<file path="src/rtl/p2s_serializer_pkg.sv">
// Shared definitions for the parallel-to-serial block: bit-order encodings
// and the counter-width helper.
package p2s_defs;

    localparam bit ORDER_LSB_FIRST = 1'b0;
    localparam bit ORDER_MSB_FIRST = 1'b1;

    // Always at least one bit, so WIDTH=2 still gets a usable counter.
    function automatic int clog2(input int value);
        for (int w = 1; w < 32; w++) begin
            if ((1 << w) >= value) begin
                return w;
            end
        end
        return 32;
    endfunction

endpackage

</file>
<file path="src/rtl/p2s_serializer_if.sv">
// Word-in / bit-out handshake bundle between a producer and the serializer.
interface p2s_serializer_if #(
    parameter int WIDTH = 8
);
    logic [WIDTH-1:0] data_in;
    logic             valid_in;
    logic             ready_out;
    logic             Q;
    logic             valid_out;
    logic             last_out;

    modport master (
        output data_in,
        output valid_in,
        input  ready_out,
        input  Q,
        input  valid_out,
        input  last_out
    );

    modport slave (
        input  data_in,
        input  valid_in,
        output ready_out,
        output Q,
        output valid_out,
        output last_out
    );
endinterface

</file>
<file path="src/rtl/p2s_hold_buf.sv">
// One-word skid buffer that lets the next word wait while the shifter is busy.
module p2s_hold_buf #(
    parameter int WIDTH = 8
) (
    input  logic             clk_i,
    input  logic             clear_i,
    input  logic             load_i,
    input  logic             unload_i,
    input  logic [WIDTH-1:0] data_i,
    output logic [WIDTH-1:0] data_o,
    output logic             full_o
);

    logic [WIDTH-1:0] data_q, data_d;
    logic             full_q, full_d;

    always_comb begin
        data_d = data_q;
        full_d = full_q;
        if (load_i) begin
            data_d = data_i;
            full_d = 1'b1;
        end else if (unload_i) begin
            full_d = 1'b0;
        end
    end

    always_ff @(posedge clk_i) begin
        if (clear_i) begin
            data_q <= '0;
            full_q <= 1'b0;
        end else begin
            data_q <= data_d;
            full_q <= full_d;
        end
    end

    assign data_o = data_q;
    assign full_o = full_q;

endmodule

</file>
<file path="src/rtl/p2s_serializer.sv">
// Parallel-to-serial converter: shifter, bit counter and output decode, with
// a hold buffer so back-to-back words stream without a gap.
module p2s_serializer
    import p2s_defs::*;
#(
    parameter int WIDTH     = 8,
    parameter bit MSB_FIRST = ORDER_MSB_FIRST
) (
    input logic              CLK,
    input logic              RST,
    input logic              ENB,
    p2s_serializer_if.slave  bus
);

    localparam int            CW       = clog2(WIDTH);
    localparam logic [CW-1:0] LAST_IDX = CW'(WIDTH - 1);

    logic [WIDTH-1:0] shifter_q, shifter_d;
    logic [CW-1:0]    count_q, count_d;
    logic             active_q, active_d;

    logic [WIDTH-1:0] holdData;
    logic             holdFull;
    logic             holdLoad;
    logic             holdUnload;
    logic             ready;
    logic             accept;
    logic             onLastBit;
    logic             serialBit;
    logic             validOut;

    assign ready     = ENB & ~holdFull;
    assign accept    = bus.valid_in & ready;
    assign onLastBit = active_q & (count_q == LAST_IDX);

    // A retiring word hands over to the held word first; only with the hold
    // empty may a fresh word bypass straight into the shifter.
    always_comb begin
        shifter_d  = shifter_q;
        count_d    = count_q;
        active_d   = active_q;
        holdLoad   = 1'b0;
        holdUnload = 1'b0;
        if (ENB) begin
            if (!active_q) begin
                if (accept) begin
                    shifter_d = bus.data_in;
                    count_d   = '0;
                    active_d  = 1'b1;
                end
            end else if (onLastBit) begin
                if (holdFull) begin
                    shifter_d  = holdData;
                    count_d    = '0;
                    holdUnload = 1'b1;
                end else if (accept) begin
                    shifter_d = bus.data_in;
                    count_d   = '0;
                end else begin
                    active_d = 1'b0;
                end
            end else begin
                if (MSB_FIRST == ORDER_MSB_FIRST) begin
                    shifter_d = {shifter_q[WIDTH-2:0], 1'b0};
                end else begin
                    shifter_d = {1'b0, shifter_q[WIDTH-1:1]};
                end
                count_d  = count_q + CW'(1);
                holdLoad = accept;
            end
        end
    end

    always_ff @(posedge CLK) begin
        if (RST) begin
            shifter_q <= '0;
            count_q   <= '0;
            active_q  <= 1'b0;
        end else begin
            shifter_q <= shifter_d;
            count_q   <= count_d;
            active_q  <= active_d;
        end
    end

    p2s_hold_buf #(
        .WIDTH (WIDTH)
    ) u_hold (
        .clk_i    (CLK),
        .clear_i  (RST),
        .load_i   (holdLoad),
        .unload_i (holdUnload),
        .data_i   (bus.data_in),
        .data_o   (holdData),
        .full_o   (holdFull)
    );

    assign serialBit     = (MSB_FIRST == ORDER_MSB_FIRST) ? shifter_q[WIDTH-1] : shifter_q[0];
    assign validOut      = ENB & active_q;
    assign bus.ready_out = ready;
    assign bus.valid_out = validOut;
    assign bus.Q         = validOut & serialBit;
    assign bus.last_out  = validOut & (count_q == LAST_IDX);

endmodule
</file>
<file path="src/flat_wrapper.sv">
// flat-port wrapper written by rule: the top's interface ports become plain ports
module p2s_serializer_flat import p2s_defs::*;
#(
    parameter int WIDTH     = 8,
    parameter bit MSB_FIRST = ORDER_MSB_FIRST
)
  (CLK, RST, ENB, bus_data_in, bus_valid_in, bus_ready_out, bus_Q, bus_valid_out, bus_last_out);
  p2s_serializer_if #(.WIDTH(WIDTH)) bus_i ();
  input logic CLK;
  input logic RST;
  input logic ENB;
  input wire logic [$bits(bus_i.data_in)-1:0] bus_data_in;
  input wire logic [$bits(bus_i.valid_in)-1:0] bus_valid_in;
  output wire logic [$bits(bus_i.ready_out)-1:0] bus_ready_out;
  output wire logic [$bits(bus_i.Q)-1:0] bus_Q;
  output wire logic [$bits(bus_i.valid_out)-1:0] bus_valid_out;
  output wire logic [$bits(bus_i.last_out)-1:0] bus_last_out;
  assign bus_i.data_in = bus_data_in;
  assign bus_i.valid_in = bus_valid_in;
  assign bus_ready_out = bus_i.ready_out;
  assign bus_Q = bus_i.Q;
  assign bus_valid_out = bus_i.valid_out;
  assign bus_last_out = bus_i.last_out;
  p2s_serializer #(.WIDTH(WIDTH), .MSB_FIRST(MSB_FIRST)) u_core (.CLK(CLK), .RST(RST), .ENB(ENB), .bus(bus_i));
endmodule
</file>
<file path="config.mk">
export PLATFORM = sky130hd
export DESIGN_NAME = p2s_serializer_flat
export DESIGN_NICKNAME = d
export VERILOG_FILES = /design/src/rtl/p2s_serializer_pkg.sv /design/src/rtl/p2s_serializer_if.sv /design/src/rtl/p2s_hold_buf.sv /design/src/rtl/p2s_serializer.sv /design/src/flat_wrapper.sv
export SDC_FILE = /design/constraint.sdc
export NUM_CORES = 1
export LEC_CHECK = 0
export CAP_MARGIN = 10
export CORE_ASPECT_RATIO = 0.7
export CORE_MARGIN = 8
export CORE_UTILIZATION = 43
export DETAILED_ROUTE_END_ITERATION = 10
export GPL_ROUTABILITY_DRIVEN = 0
export PLACE_DENSITY = 0.69
export SLEW_MARGIN = 10
export SYNTH_ARGS = -nofsm -noshare
export SYNTH_HDL_FRONTEND = slang
export SYNTH_SLANG_ARGS = --single-unit
</file>
<file path="constraint.sdc">
create_clock -name CLK -period 2.7 [get_ports CLK]
set_clock_uncertainty 0.1 [all_clocks]
set_input_delay 0.405 -clock CLK [delete_from_list [all_inputs] [get_ports CLK]]
set_output_delay 0.405 -clock CLK [all_outputs]
set_load 0.03 [all_outputs]
</file>
Yosys cells after proc, flatten, opt, wreduce, memory -nomap -nowiden
Cells that the tools add are included.
W data, S select, Z words.
{"block": "word_totals", "ff_bits": 21, "inputBits": 12, "output_inout_bits": 4, "word_cells": 36}
{"block": "classes", "n_addsub": 1, "n_eq_ne": 1, "muxes": 21, "n_bitwise": 7, "n_reduce_logical": 1}
{"op": "$mux W8", "count": 4}
{"op": "$mux W1", "count": 13}
{"op": "$mux W3", "count": 4}
{"op": "$and A1 B1 Y1", "count": 6}
{"op": "$add A3 B1 Y3 const B", "count": 1}
{"op": "$eq A3 B3 Y1 const B", "count": 1}
{"op": "$reduce_bool A2 Y1", "count": 1}
{"op": "$not A1 Y1", "count": 1}

Longest topological paths before layout
Gate-level depths: netlist of run 1.
{"block": "depth", "depth_word": 7, "depth_mapped": 6, "depth_no_buf": 5}

Hierarchy
Synthesis of run 1 repeated with hierarchy kept, for this count alone.
{"block": "unflattened", "hier_cells": 140, "hier_area_um2": 1260.0}
{"mod": "p2s_serializer", "instances": 1, "cells_each": 110, "area_each_um2": 938.4}
{"mod": "p2s_hold_buf", "instances": 1, "cells_each": 30, "area_each_um2": 321.6}

Worst setup path before layout of run 1
Ideal clock, no wire load.
{"block": "synth_path", "kind": "reg2reg", "from": "register u_core.count_q[0]", "to": "register u_core.shifter_q[0]", "setup_time_ns": 0.119, "arrival_time_ns": 1.396, "required_time_ns": 2.481, "slack_ns": 1.086, "stages_incl_launch_ff": 7, "path_buffers": 1, "path_cell_list": "dfxtp_1 -> ha_1 -> ha_1 -> nor2b_1 -> buf_2 -> o22a_1 -> o221a_1"}
{"block": "synth_between", "elab_chain_cells": 4}
{"element": "start, declared", "line": "p2s_serializer.sv:19", "source": "logic [CW-1:0] count_q, count_d;"}
{"element": "start signal, assigned", "line": "p2s_serializer.sv:81", "source": "count_q <= count_d;"}
{"element": "$eq A3 B3 Y1", "line": "p2s_serializer.sv:34", "source": "assign onLastBit = active_q & (count_q == LAST_IDX);"}
{"element": "$and A1 B1 Y1", "line": "p2s_serializer.sv:34"}
{"element": "$mux W8", "line": "p2s_serializer.sv:51", "source": "end else if (onLastBit) begin"}
{"element": "$mux W8", "line": "p2s_serializer.sv:45", "source": "if (!active_q) begin"}
{"element": "end signal, assigned", "line": "p2s_serializer.sv:80", "source": "shifter_q <= shifter_d;"}
{"element": "end, declared", "line": "p2s_serializer.sv:18", "source": "logic [WIDTH-1:0] shifter_q, shifter_d;"}
Every way passes these cells.
A chain may end at the register's enable or synchronous reset.

Worst setup path after layout of run 1
{"block": "layout_path", "from": "input port ENB", "to": "output port bus_valid_out"}
{"block": "layout_between", "elab_chain_cells": 1}
{"element": "start, declared", "line": "flat_wrapper.sv:11", "source": "input logic ENB;"}
{"element": "$and A1 B1 Y1", "line": "p2s_serializer.sv:99", "source": "assign validOut = ENB & active_q;"}
{"element": "end, declared", "line": "flat_wrapper.sv:16", "source": "output wire logic [$bits(bus_i.valid_out)-1:0] bus_valid_out;"}
Every way passes these cells.

==> results.py, run 1 <==
metrics = {
    "clocking": {
        "cts.sinks": 21,
        "cts_buffers": 3,
        "cts_resized": 0,
        "htree_levels": 1,
        "cts.path.max_buffers": 2,
        "cts_tree": "built",
        "clkLatencyLatePin_ns": 0.26,
        "postCtsSetupBuffers": 0,
        "hold_buffers": 0,
        "clk_pin_slew_ns": 0.08,
        "clock-root-buffer": "clkbuf_8",
    },
    "sta": {
        "tns_ns": 0,
        "setup_slack_ns": 0.584,
        "maxSlewViolCount": 0,
        "tightest_slew_ns": 0.668,
        "fmax_mhz": 473,
        "relSlewSlack": 0.554,
        "fin_crit_sh": 0.784,
        "finalSetupViolCount": 0,
        "hold_viol_final": 0,
        "rsz0062_at_grt": "false",
        "period_needed_ns": 2.12,
    },
    "final_layout": {
        "fin_util": 0.509,
        "n_antenna_cell": 0,
        "n_fill_cell": 263,
        "design_area_um2": 1420,
        "drive_above_1_share": 0.0943,
        "area_growth_pct": 13.9,
        "final_net_count": 174,
        "finalNonFillerCells": 195,
    },
    "drt": {
        "drt-initial-drc-count": 120,
        "wl_per_cell_um": 16.3,
        "routed-via-count": 1208,
        "finalWirelength_um": 3180,
        "viasPerCell": 6.19,
        "drt-pass1-iter-count": 4,
        "drcViolationCount": 0,
        "ant_nets": 0,
    },
    "die": {
        "dieArea_um2": 4900,
        "die_y_um": 61.0,
        "rows": 16,
        "initial_utilization": 0.447,
        "dieWidth_um": 80.3,
        "fp.coreArea_um2": 2780,
        "ios": 16,
    },
    "worst_setup_path": {
        "critical_path.max_fanout": 10,
        "rr_endpoint": "u_core.u_hold.data_o[3]",
        "start_kind": "primary input",
        "critPathCaptureType": "primary output",
        "reg2regPathDepth": 6,
        "r2r_start": "u_core.count_q[0]",
        "reg2reg_slack_ns": 0.75,
        "arrival_ns": 1.61,
        "crit_type": "primary input to primary output",
        "worstPathRequired_ns": 2.19,
    },
    "placed_design": {
        "dp_slack_ns": 0.512,
        "port_buffers": 15,
        "place_hpwl_um": 2210,
        "place_area_um2": 1370,
        "placed_cells": 191,
    },
    "global_routing": {
        "grt_pass1_vias": 1209,
        "grt_usage": 0.143,
        "antenna_found_initial": 0,
        "grt_max_degree": 18,
        "gr-total-overflow": 0,
        "grt_pass1_wl_um": 5560,
    },
    "worst_hold_path": {
        "hold_class": "flip-flop to flip-flop",
        "worstHoldStart": "u_core.u_hold.data_o[1]",
        "hold_path_depth": 2,
        "hold_end": "u_core.u_hold.data_o[1]",
    },
    "power": {
        "max-vdd-ir-drop_v": 0.000247,
        "powerDensity_nw_per_um2": 453,
        "p_leak_uw": 0.000508,
    },
    "logic_synthesis": {
        "ys_seq_elements": 21,
        "syn_avg_cell_area_um2": 8.35,
        "yosysUniqueCellTypes": 36,
        "synth_warnings": 0,
        "synth_area_um2": 1240,
        "ys_seq_area_frac": 0.338,
        "synth_cells": 149,
        "syn_nets": 163,
    },
    "outcome": {
        "outcome": "completed",
    },
    "run": {
        "cap_violations": 0,
    },
}
flip-flops by register name, summed over array words and instances, names as in the netlist:
signal	flops
u_core.shifter_q	8
u_core.active_q	1
u_core.count_q	3
u_core.u_hold.data_o	8
u_core.u_hold.full_o	1
where the power goes:
| group | total, uW | leakage, uW | switching (uW) | internal [uW] |
|---|---|---|---|---|
| combinational | 103 | 0.000315 | 56.6 | 46.3 |
| clock | 206 | 0.0000228 | 101 | 105 |
| sequential | 332 | 0.000171 | 12.2 | 320 |
area by class of cell:
type	count	area (um^2)	area share
tap	36	45.0	0.0318
timing repair buffer	19	170	0.120
sequential	21	420	0.297
inverter	10	37.5	0.0265
multi-input combinational	105	698	0.493
clock buffer	4	45.0	0.0318
layout by cell type (no fill, tap or decap), drive strengths merged:
master / n
and3b: 1
nand4: 7
o211ai: 2
a31oi: 6
nor2: 3
o22a: 1
nand2: 3
nand3b: 7
o21ai: 13
buf: 8
mux2: 1
a22oi: 1
a32o: 1
clkbuf: 4
a21boi: 1
nor2b: 3
o221a: 1
clkdlybuf4s50: 11
a41o: 6
o22ai: 6
nand3: 10
nand2b: 2
and2: 6
o21bai: 6
nor3b: 1
o32a: 1
inv: 10
or3: 1
a21oi: 12
dfxtp: 21
o21a: 1
ha: 2
metal layers:
layer | vias to the layer above | GRT usage | routed length (um)
li1 | 579 | - | -
met1 | 567 | 0.187 | 1620
met2 | 54 | 0.224 | 1340
met4 | 0 | 0.0412 | 21
met5 | - | 0 | 0
met3 | 8 | 0.0399 | 191
Yosys cell counts:
cell	number	area share
nand3b_1	6	0.036
o211ai_1	2	0.012
buf_2	7	0.028
nor2_1	3	0.0091
and3b_1	1	0.0070
a31oi_1	6	0.030
o221a_1	1	0.0091
a41o_1	6	0.048
o32a_1	1	0.0080
a22oi_1	1	0.0060
nand2_2	1	0.0050
or3_1	1	0.0050
buf_4	2	0.012
and2_1	6	0.030
a21boi_0	1	0.0060
nand2_1	2	0.0060
dfxtp_1	21	0.34
mux2_4	1	0.012
nand3b_4	1	0.016
inv_2	1	0.0030
inv_1	9	0.027
nand4_1	7	0.035
o22ai_1	6	0.030
o22a_1	1	0.0070
buf_6	3	0.027
o21ai_0	13	0.052
nor3b_1	1	0.0060
a21oi_1	12	0.048
nor2b_1	3	0.015
nand3_1	10	0.040
o21bai_1	6	0.036
nand2b_1	2	0.010
clkbuf_1	1	0.0030
o21a_1	1	0.0060
a32o_1	1	0.0080
ha_1	2	0.020
cells by family after synthesis:
group	Yosys count	share of synthesized area
and+or+nand+nor	44	0.221
DFF	21	0.338
buffers and inverters	23	0.101
AOI/OAI and AO/OA	58	0.308
muxes	1	0.0121
adders and majority gates	2	0.0201
per-stage QoR:
| step | power [uW] | hold slack, ns |
|---|---|---|
| detailed placement | 440 | 0.369 |
| global placement | 438 | 0.361 |
| floorplan | 407 | 0.354 |
| finish | 641 | 0.384 |
| CTS | 646 | 0.380 |
| global route | 679 | 0.426 |
critical path: stages:
cell             delay [ns]
clkdlybuf4s50_1        0.73
nand2_2                0.17
inv_1                  0.14
buf_4                  0.17
worst max path at each step:
stage / from / endpoint / depth (start not counted)
after floorplan: u_core.count_q[0] / u_core.shifter_q[0] / 6
after global placement: ENB / u_core.shifter_q[6] / 4
after detailed placement: ENB / u_core.shifter_q[6] / 4
after CTS: ENB / bus_valid_out / 4
after global routing: u_core.count_q[0] / bus_last_out / 5
final: ENB / bus_valid_out / 4
Note: power is estimated with default switching activity, not from simulation.
==> run 2: changes to the inputs <==
Clock period 2.7 ns to 2 ns, I/O delays scaled along.
==> results.py, run 2 (synthesis gave the netlist of run 1 again) <==
metrics = {
    "die": {
        "initial_utilization": 0.447,
        "dieArea_um2": 4900,
        "fp.coreArea_um2": 2780,
        "dieWidth_um": 80.3,
        "rows": 16,
        "die_y_um": 61.0,
        "ios": 16,
    },
    "placed_design": {
        "placed_cells": 201,
        "place_area_um2": 1450,
        "dp_slack_ns": 0.0469,
        "port_buffers": 15,
        "place_hpwl_um": 2550,
    },
    "worst_hold_path": {
        "hold_path_depth": 2,
        "hold_class": "flip-flop to flip-flop",
        "hold_end": "u_core.u_hold.data_o[0]",
        "worstHoldStart": "u_core.u_hold.data_o[0]",
    },
    "power": {
        "power_frac_seq": 0.490,
        "p_total_uw": 905,
        "switchingPower_uw": 256,
        "p_comb_frac": 0.177,
        "switching_share": 0.283,
        "p_int_uw": 649,
        "clkPwrFrac": 0.333,
        "max-vdd-ir-drop_v": 0.000279,
        "powerDensity_nw_per_um2": 603,
        "p_leak_uw": 0.000554,
    },
    "drt": {
        "ant_nets": 0,
        "drt-pass1-iter-count": 4,
        "routed-via-count": 1235,
        "drt-initial-drc-count": 143,
        "drcViolationCount": 0,
        "viasPerCell": 6.02,
        "finalWirelength_um": 3420,
        "wl_per_cell_um": 16.7,
    },
    "worst_setup_path": {
        "critical_path.max_fanout": 6,
        "start_kind": "flip-flop",
        "reg2regPathDepth": 5,
        "arrival_ns": 1.50,
        "r2r_start": "u_core.count_q[0]",
        "reg2reg_slack_ns": 0.34,
        "worstPathRequired_ns": 1.60,
        "crit_type": "flip-flop to primary output",
        "critPathCaptureType": "primary output",
        "rr_endpoint": "u_core.shifter_q[0]",
    },
    "clocking": {
        "clock-root-buffer": "clkbuf_8",
        "cts_tree": "built",
        "clk_pin_slew_ns": 0.08,
        "postCtsSetupBuffers": 0,
        "htree_levels": 1,
        "hold_buffers": 0,
        "cts_buffers": 3,
        "cts.sinks": 21,
        "clkLatencyLatePin_ns": 0.27,
        "cts.path.max_buffers": 2,
    },
    "final_layout": {
        "drive_above_1_share": 0.166,
        "mostFrequentLayoutCell": "dfxtp_1",
        "n_fill_cell": 261,
        "n_antenna_cell": 0,
        "design_area_um2": 1500,
        "area_growth_pct": 20.6,
        "final_net_count": 184,
        "final_cell_mix": "dfxtp_1, buf_4, o21ai_0",
        "finalNonFillerCells": 205,
    },
    "sta": {
        "tns_ns": 0,
        "relSlewSlack": 0.697,
        "maxSlewViolCount": 0,
        "period_needed_ns": 1.90,
        "setup_slack_ns": 0.0951,
        "finalSetupViolCount": 0,
        "fin_crit_sh": 0.952,
        "fmax_mhz": 525,
        "hold_viol_final": 0,
        "rsz0062_at_grt": "false",
        "tightest_slew_ns": 0.453,
    },
    "global_routing": {
        "grt_pass1_wl_um": 5910,
        "grt_max_degree": 14,
        "antenna_found_initial": 0,
        "gr-total-overflow": 0,
        "grt_pass1_vias": 1258,
        "grt_usage": 0.153,
    },
    "outcome": {
        "outcome": "completed",
    },
    "run": {
        "cap_violations": 0,
    },
}
==> run 2: cell count changes in the layout (fill, tap and decap cells not counted), sizes merged <==
cell / change
buf: +10
clkbuf: -1
clkinvlp: +1
==> run 2: per-stage QoR <==
step,utilization,hold WS [ns]
finish,0.539,0.392
global route,0.539,0.410
CTS,0.537,0.395
detailed placement,0.520,0.380
global placement,0.520,0.362
floorplan,-,0.348
==> run 2: timing repair <==
item,in CTS,in global routing
endpoints found under the setup margin,0,6
gates resized for setup,0,2
hold endpoints to repair,0,0
==> run 2: worst max-delay path, stage by stage, from the launching register on <==
cell and delay [ns]:
dfxtp_1 0.36, ha_1 0.16, ha_2 0.21, buf_4 0.15, nand3_1 0.11, inv_1 0.08, buf_4 0.15
==> run 2: power groups by stage <==
stage	combinational [uW]	clock, uW	sequential [uW]
2_1_floorplan	100	0	449
3_3_place_gp	154	0	452
3_5_place_dp	158	0	452
4_1_cts	158	303	443
5_1_grt	174	315	445
6_report	160	301	444
==> run 2: area by class of cell <==
| class | count | area [um^2] | area share |
|---|---|---|---|
| Clock inverter | 1 | 7.51 | 0.00500 |
| Clock buffer | 3 | 41.3 | 0.0275 |
| Multi-Input combinational cell | 105 | 703 | 0.469 |
| Inverter | 10 | 37.5 | 0.0250 |
| Sequential cell | 21 | 420 | 0.280 |
| Timing Repair Buffer | 29 | 245 | 0.163 |
| Tap cell | 36 | 45.0 | 0.0300 |
==> run 2: worst max-delay path by stage <==
stage / start / to / slack [ns] / cells past startpoint
6_report: u_core.count_q[0] / bus_last_out / 0.1 / 6
5_1_grt: u_core.count_q[1] / bus_last_out / 0.01 / 6
4_1_cts: u_core.count_q[1] / bus_last_out / 0.06 / 6
3_5_place_dp: ENB / u_core.count_q[1] / 0.05 / 5
3_3_place_gp: ENB / u_core.u_hold.data_o[5] / 0.12 / 5
2_1_floorplan: u_core.count_q[0] / u_core.shifter_q[0] / 0.39 / 6
==> run 2: per-layer routing <==
metal / vias up / track usage / part of all wire / wire length [um]
li1: 598 / - / - / -
met5: - / 0 / 0 / 0
met4: 0 / 0.0412 / 0.0038 / 13
met2: 28 / 0.259 / 0.47 / 1600
met3: 2 / 0.0459 / 0.053 / 181
met1: 607 / 0.185 / 0.48 / 1630
==> variant 1, RTL diff (config.mk and constraints of run 1) <==
Take the reset off `shifter_q` and load it in a clocked block of its own.
--- a/src/rtl/p2s_serializer.sv
+++ b/src/rtl/p2s_serializer.sv
@@ -73,14 +73,16 @@
 
     always_ff @(posedge CLK) begin
         if (RST) begin
-            shifter_q <= '0;
             count_q   <= '0;
             active_q  <= 1'b0;
         end else begin
-            shifter_q <= shifter_d;
             count_q   <= count_d;
             active_q  <= active_d;
         end
+    end
+
+    always_ff @(posedge CLK) begin
+        shifter_q <= shifter_d;
     end
 
     p2s_hold_buf #(
Formal check against the unedited RTL: same outputs for any inputs over 10 cycles, from zero or initial values and one cycle with RST high; that may be too few to reach the edited logic, so the function may still have changed.
==> variant 1 against run 1 <==
Sequential power increased by 10%. Largest power group unchanged. Worst hold slack got worse by 0.014 ns. Non-clock buffer count decreased by 3. Area after synthesis decreased by 8.4%. Setup slack got worse by 0.11 ns. Register-to-register slack got worse by 0.27 ns. Largest cell class unchanged. Global-route usage decreased by 2.0 points. Total power increased by 4.4%. Sequential cell count unchanged. Final area decreased by 6.1%. Routed wire length decreased by 19%.
==> variant 1: results (changes against run 1) <==
Synth
  • Synth Area in Compound Gates: 19.9% (-11 points)
  • Unique cell type count in the Yosys netlist: 34 (-5.6%)
  • Post-Syn Nets: 118 (-28%)
  • Number of enable flip-flop cells after synthesis: 8 (+8)
  • Async SR Flop Fraction: 0% (unchanged)
  • Seq/Total Area, Yosys: 43.9% (+10 points)
  • YS warnings: 0 (unchanged)
  • Synth Instances: 104 (-30%)
  • Synth area leaders: dfxtp_1, edfxtp_1, nand2b_1, mux2i_1, a221o_1
  • Top FF cell, synth: dfxtp_1
  • Mux cell area share after synthesis: 7.90% (+6.7 points)
  • Top cells by count, synth: nand2b_1, dfxtp_1, mux2i_1
  • Xor/xnor share of the synthesized area: 0% (unchanged)
  • Synthesized cell area: 1140 um2 (-8.4%)
  • Synth Area in Adders: 2.20% (+0.18 points)

Route
  • DRT iter0 DRCs: 59 (-51%)
  • Routed WL: 2570 um (-19%)
  • Via density: 5.91 (-4.6%)
  • Routed WL per cell: 17.0 um (+4.5%)

Setup path
  • Worst Reg-to-Reg Cells: 5 (-1)
  • R2r endpoint: u_core.shifter_q[6]
  • WP data arrival: 2.14 ns (+0.53 ns)
  • Max incr delay on CP: 0.42 ns (-0.31 ns)
  • CP Max Fanout: 11 (+1)
  • CP top delay family: simple AND/OR/NAND/NOR gates
  • Worst path slowest cell: and2b_1
  • RR Startpoint: u_core.count_q[0]

Placed design
  • HPWL after DPL: 1830 um (-17%)
  • Placed Cells: 147 (-23%)
  • Place WS: 0.480 ns (-0.0317 ns)
  • Dpl cell area: 1280 um2 (-6.4%)

Global route
  • Vias in the first global route: 892 (-26%)
  • Pin count of the biggest net entering global routing: 20 (+2)
  • Gr usage total: 12.3% (-2.0 points)
  • First-pass GRT wire length: 4560 um (-18%)

Pwr
  • Power Internal: 0.504 mW (+6.9%)
  • Leak Pwr: 0.507 nW (-0.33%)
  • Peak supply drop: 0.369 mV (+49%)

Timing
  • Hold Worst Slack: 0.370 ns (-0.0140 ns)
  • Worst-Margin Slew: 0.590 ns (-0.0785 ns)

Min path
  • Worst hold path class: flop to flop
  • WHS Endpoint: u_core.u_hold.data_o[0]
  • Hold_sp: u_core.u_hold.data_o[0]
  • Hold path cells: 2 (unchanged)

Clock tree
  • H-tree Lvls: 1 (unchanged)
  • Clock root buffer: clkbuf_8
  • Post-CTS Setup Bufs: 0 (unchanged)
  • Clk Latency, worst-skew pair: 0.26 ns (about the same)
  • Clock-pin slew on the worst setup and hold paths: 0.08 ns (about the same)

Cells and area
  • Fraction of layout cells with a size suffix above 1: 12.0% (+2.5 points)
  • Fin nets: 132 (-24%)

Run status
  • Status: complete, no violations
==> variant 1: how the worst max path moves through the flow <==
stage                           start  depth (start not counted)             endpoint  slack [ns]
finish              u_core.count_q[0]                          5  u_core.shifter_q[6]        0.48
global route        u_core.count_q[0]                          5  u_core.shifter_q[5]        0.33
CTS                 u_core.count_q[0]                          5  u_core.shifter_q[6]        0.51
detailed placement                ENB                          4  u_core.shifter_q[6]        0.48
global placement                  ENB                          4  u_core.shifter_q[2]        0.56
floorplan           u_core.count_q[0]                          7  u_core.shifter_q[6]        0.79
==> variant 1: kinds of logic after synthesis <==
group,count (synthesis)
DFF,21
muxes,9
adders and majority gates,2
and+or+nand+nor,35
AOI/OAI and AO/OA,28
buffers and inverters,9
==> variant 1: area by class of cell <==
cell class,count,area [um2]
fillers,231,1170
multi-input cells,74,586
flip-flops and latches,21,500
repair buffers,16,148
well taps,34,42.5
clock buffers,3,41.3
inverters,2,7.51
clock inverters,1,5.00
==> variant 1: metal layers <==
layer  GRT usage, %  share of wire, %  vias up
met5              0                 0        -
met4           2.41              0.39        0
met3           3.94               6.5        2
met2           18.2                44       33
met1           16.9                49      435
li1               -                 -      422
==> variant 1: tightest hold or removal path, delay by kind of cell, from the launching register on <==
kind | cells | cell delay (ns)
simple gates | 1 | 0.05
mux | 1 | 0.05
flops | 1 | 0.32
==> variant 1: power by group through the flow <==
stage                     clock [mW]  sequential (mW)  combinational, mW
after floorplan                    0            0.365             0.0631
after global placement             0            0.372             0.0924
after detailed placement           0            0.373             0.0955
after CTS                      0.214            0.366             0.0955
after global routing           0.227            0.369              0.104
final                          0.208            0.366             0.0955
==> variant 2, RTL diff (config.mk and constraints of run 1) <==
Without the edit above. `WIDTH` is set to 8 in 4 places; all go to 10.
--- a/src/rtl/p2s_serializer_if.sv
+++ b/src/rtl/p2s_serializer_if.sv
@@ -1,6 +1,6 @@
 // Word-in / bit-out handshake bundle between a producer and the serializer.
 interface p2s_serializer_if #(
-    parameter int WIDTH = 8
+    parameter int WIDTH = 10
 );
     logic [WIDTH-1:0] data_in;
     logic             valid_in;
--- a/src/rtl/p2s_hold_buf.sv
+++ b/src/rtl/p2s_hold_buf.sv
@@ -1,6 +1,6 @@
 // One-word skid buffer that lets the next word wait while the shifter is busy.
 module p2s_hold_buf #(
-    parameter int WIDTH = 8
+    parameter int WIDTH = 10
 ) (
     input  logic             clk_i,
     input  logic             clear_i,
--- a/src/rtl/p2s_serializer.sv
+++ b/src/rtl/p2s_serializer.sv
@@ -3,7 +3,7 @@
 module p2s_serializer
     import p2s_defs::*;
 #(
-    parameter int WIDTH     = 8,
+    parameter int WIDTH     = 10,
     parameter bit MSB_FIRST = ORDER_MSB_FIRST
 ) (
     input logic              CLK,
--- a/src/flat_wrapper.sv
+++ b/src/flat_wrapper.sv
@@ -1,7 +1,7 @@
 // flat-port wrapper written by rule: the top's interface ports become plain ports
 module p2s_serializer_flat import p2s_defs::*;
 #(
-    parameter int WIDTH     = 8,
+    parameter int WIDTH     = 10,
     parameter bit MSB_FIRST = ORDER_MSB_FIRST
 )
   (CLK, RST, ENB, bus_data_in, bus_valid_in, bus_ready_out, bus_Q, bus_valid_out, bus_last_out);
Ports: changed (resized bus_data_in); port bits go from 16 to 18. The function was not compared with the original's and may differ.
==> variant 2 against run 1 <==
Global-route usage decreased by 1.3 points. Setup slack got worse by 0.15 ns. Total power increased by 26%. Final area increased by 27%. Sequential share of layout area decreased by 0.69 points. Maximum frequency decreased by 6.6%. Routed wire length increased by 18%. Area after synthesis increased by 23%. Critical path depth decreased by 1. Sequential cell count increased by 5. Critical path type unchanged.
==> variant 2: results (changes against run 1) <==
Run status
  • Status: complete, no violations

Setup path
  • CP Max Fanout: 4 (-6)
  • R2r endpoint: u_core.shifter_q[3]
  • RR Startpoint: u_core.count_q[1]
  • Max incr delay on CP: 0.66 ns (-0.07 ns)

Placed design
  • Placed Cells: 243 (+27%)
  • Place WS: 0.431 ns (-0.0804 ns)
  • HPWL after DPL: 2670 um (+21%)
  • # port buffers: 17 (+2)

Cells and area
  • Inverter count: 3 (-7)
  • Multi-input gates: 140 (+33%)
  • FILL cells: 330 (+25%)
  • Fin nets: 214 (+23%)
  • Fraction of area in registers: 29.0% (-0.69 points)
  • Non-clock buffer share: 12.1% (+0.11 points)
  • ClkCell Share: 3.07% (-0.11 points)
  • Final Util: 51.8% (+0.87 points)
  • Fraction of layout cells with a size suffix above 1: 14.7% (+5.3 points)

Die
  • Core area: 3470 um2 (+25%)

Global route
  • GRT met2 Usage: 22.0% (-0.35 points)
  • Pin count of the biggest net entering global routing: 27 (+9)
  • Met1 GRT Util: 15.9% (-2.8 points)
  • First-pass GRT wire length: 6000 um (+7.8%)
  • Gr usage total: 13.0% (-1.3 points)

Pwr
  • Leak Pwr: 0.744 nW (+46%)
  • Seq pwr: 0.411 mW (+24%)
  • Sw Ratio: 26.0% (-0.47 points)

Route
  • Routed WL: 3740 um (+18%)
  • Via density: 5.49 (-11%)
  • Wire length on met2: 1740 um (+30%)

Synth
  • Syn_area_per_cell: 8.49 um2 (+1.7%)
  • Synth Area in Compound Gates: 21.7% (-9.1 points)
  • Unique cell type count in the Yosys netlist: 35 (-2.8%)

Timing
  • Highest clock rate: 442 MHz (-6.6%)
variant 2: cell types whose count changed after synthesis, sizes merged, moves of 7 or more:
cell    change
mux2i      +10
mux2        +9
a21o        +7
nand2      +15
nand4       -7
o211ai      +7
inv         -7
nor2       +12
variant 2: how the worst min path moves through the flow:
stage                            startpoint  slack [ns]                       to  cells after the start
floorplan           u_core.u_hold.data_o[4]        0.35  u_core.u_hold.data_o[4]                      2
global placement    u_core.u_hold.data_o[5]        0.37  u_core.u_hold.data_o[5]                      2
detailed placement  u_core.u_hold.data_o[5]        0.37  u_core.u_hold.data_o[5]                      2
CTS                 u_core.u_hold.data_o[5]        0.40  u_core.u_hold.data_o[5]                      2
global route        u_core.u_hold.data_o[1]        0.43  u_core.u_hold.data_o[1]                      2
finish              u_core.u_hold.data_o[5]        0.39  u_core.u_hold.data_o[5]                      2
variant 2: cell families after synthesis:
group / after synthesis
and+or+nand+nor: 66
AOI/OAI and AO/OA: 52
DFF: 26
muxes: 20
buffers and inverters: 14
adders and majority gates: 2
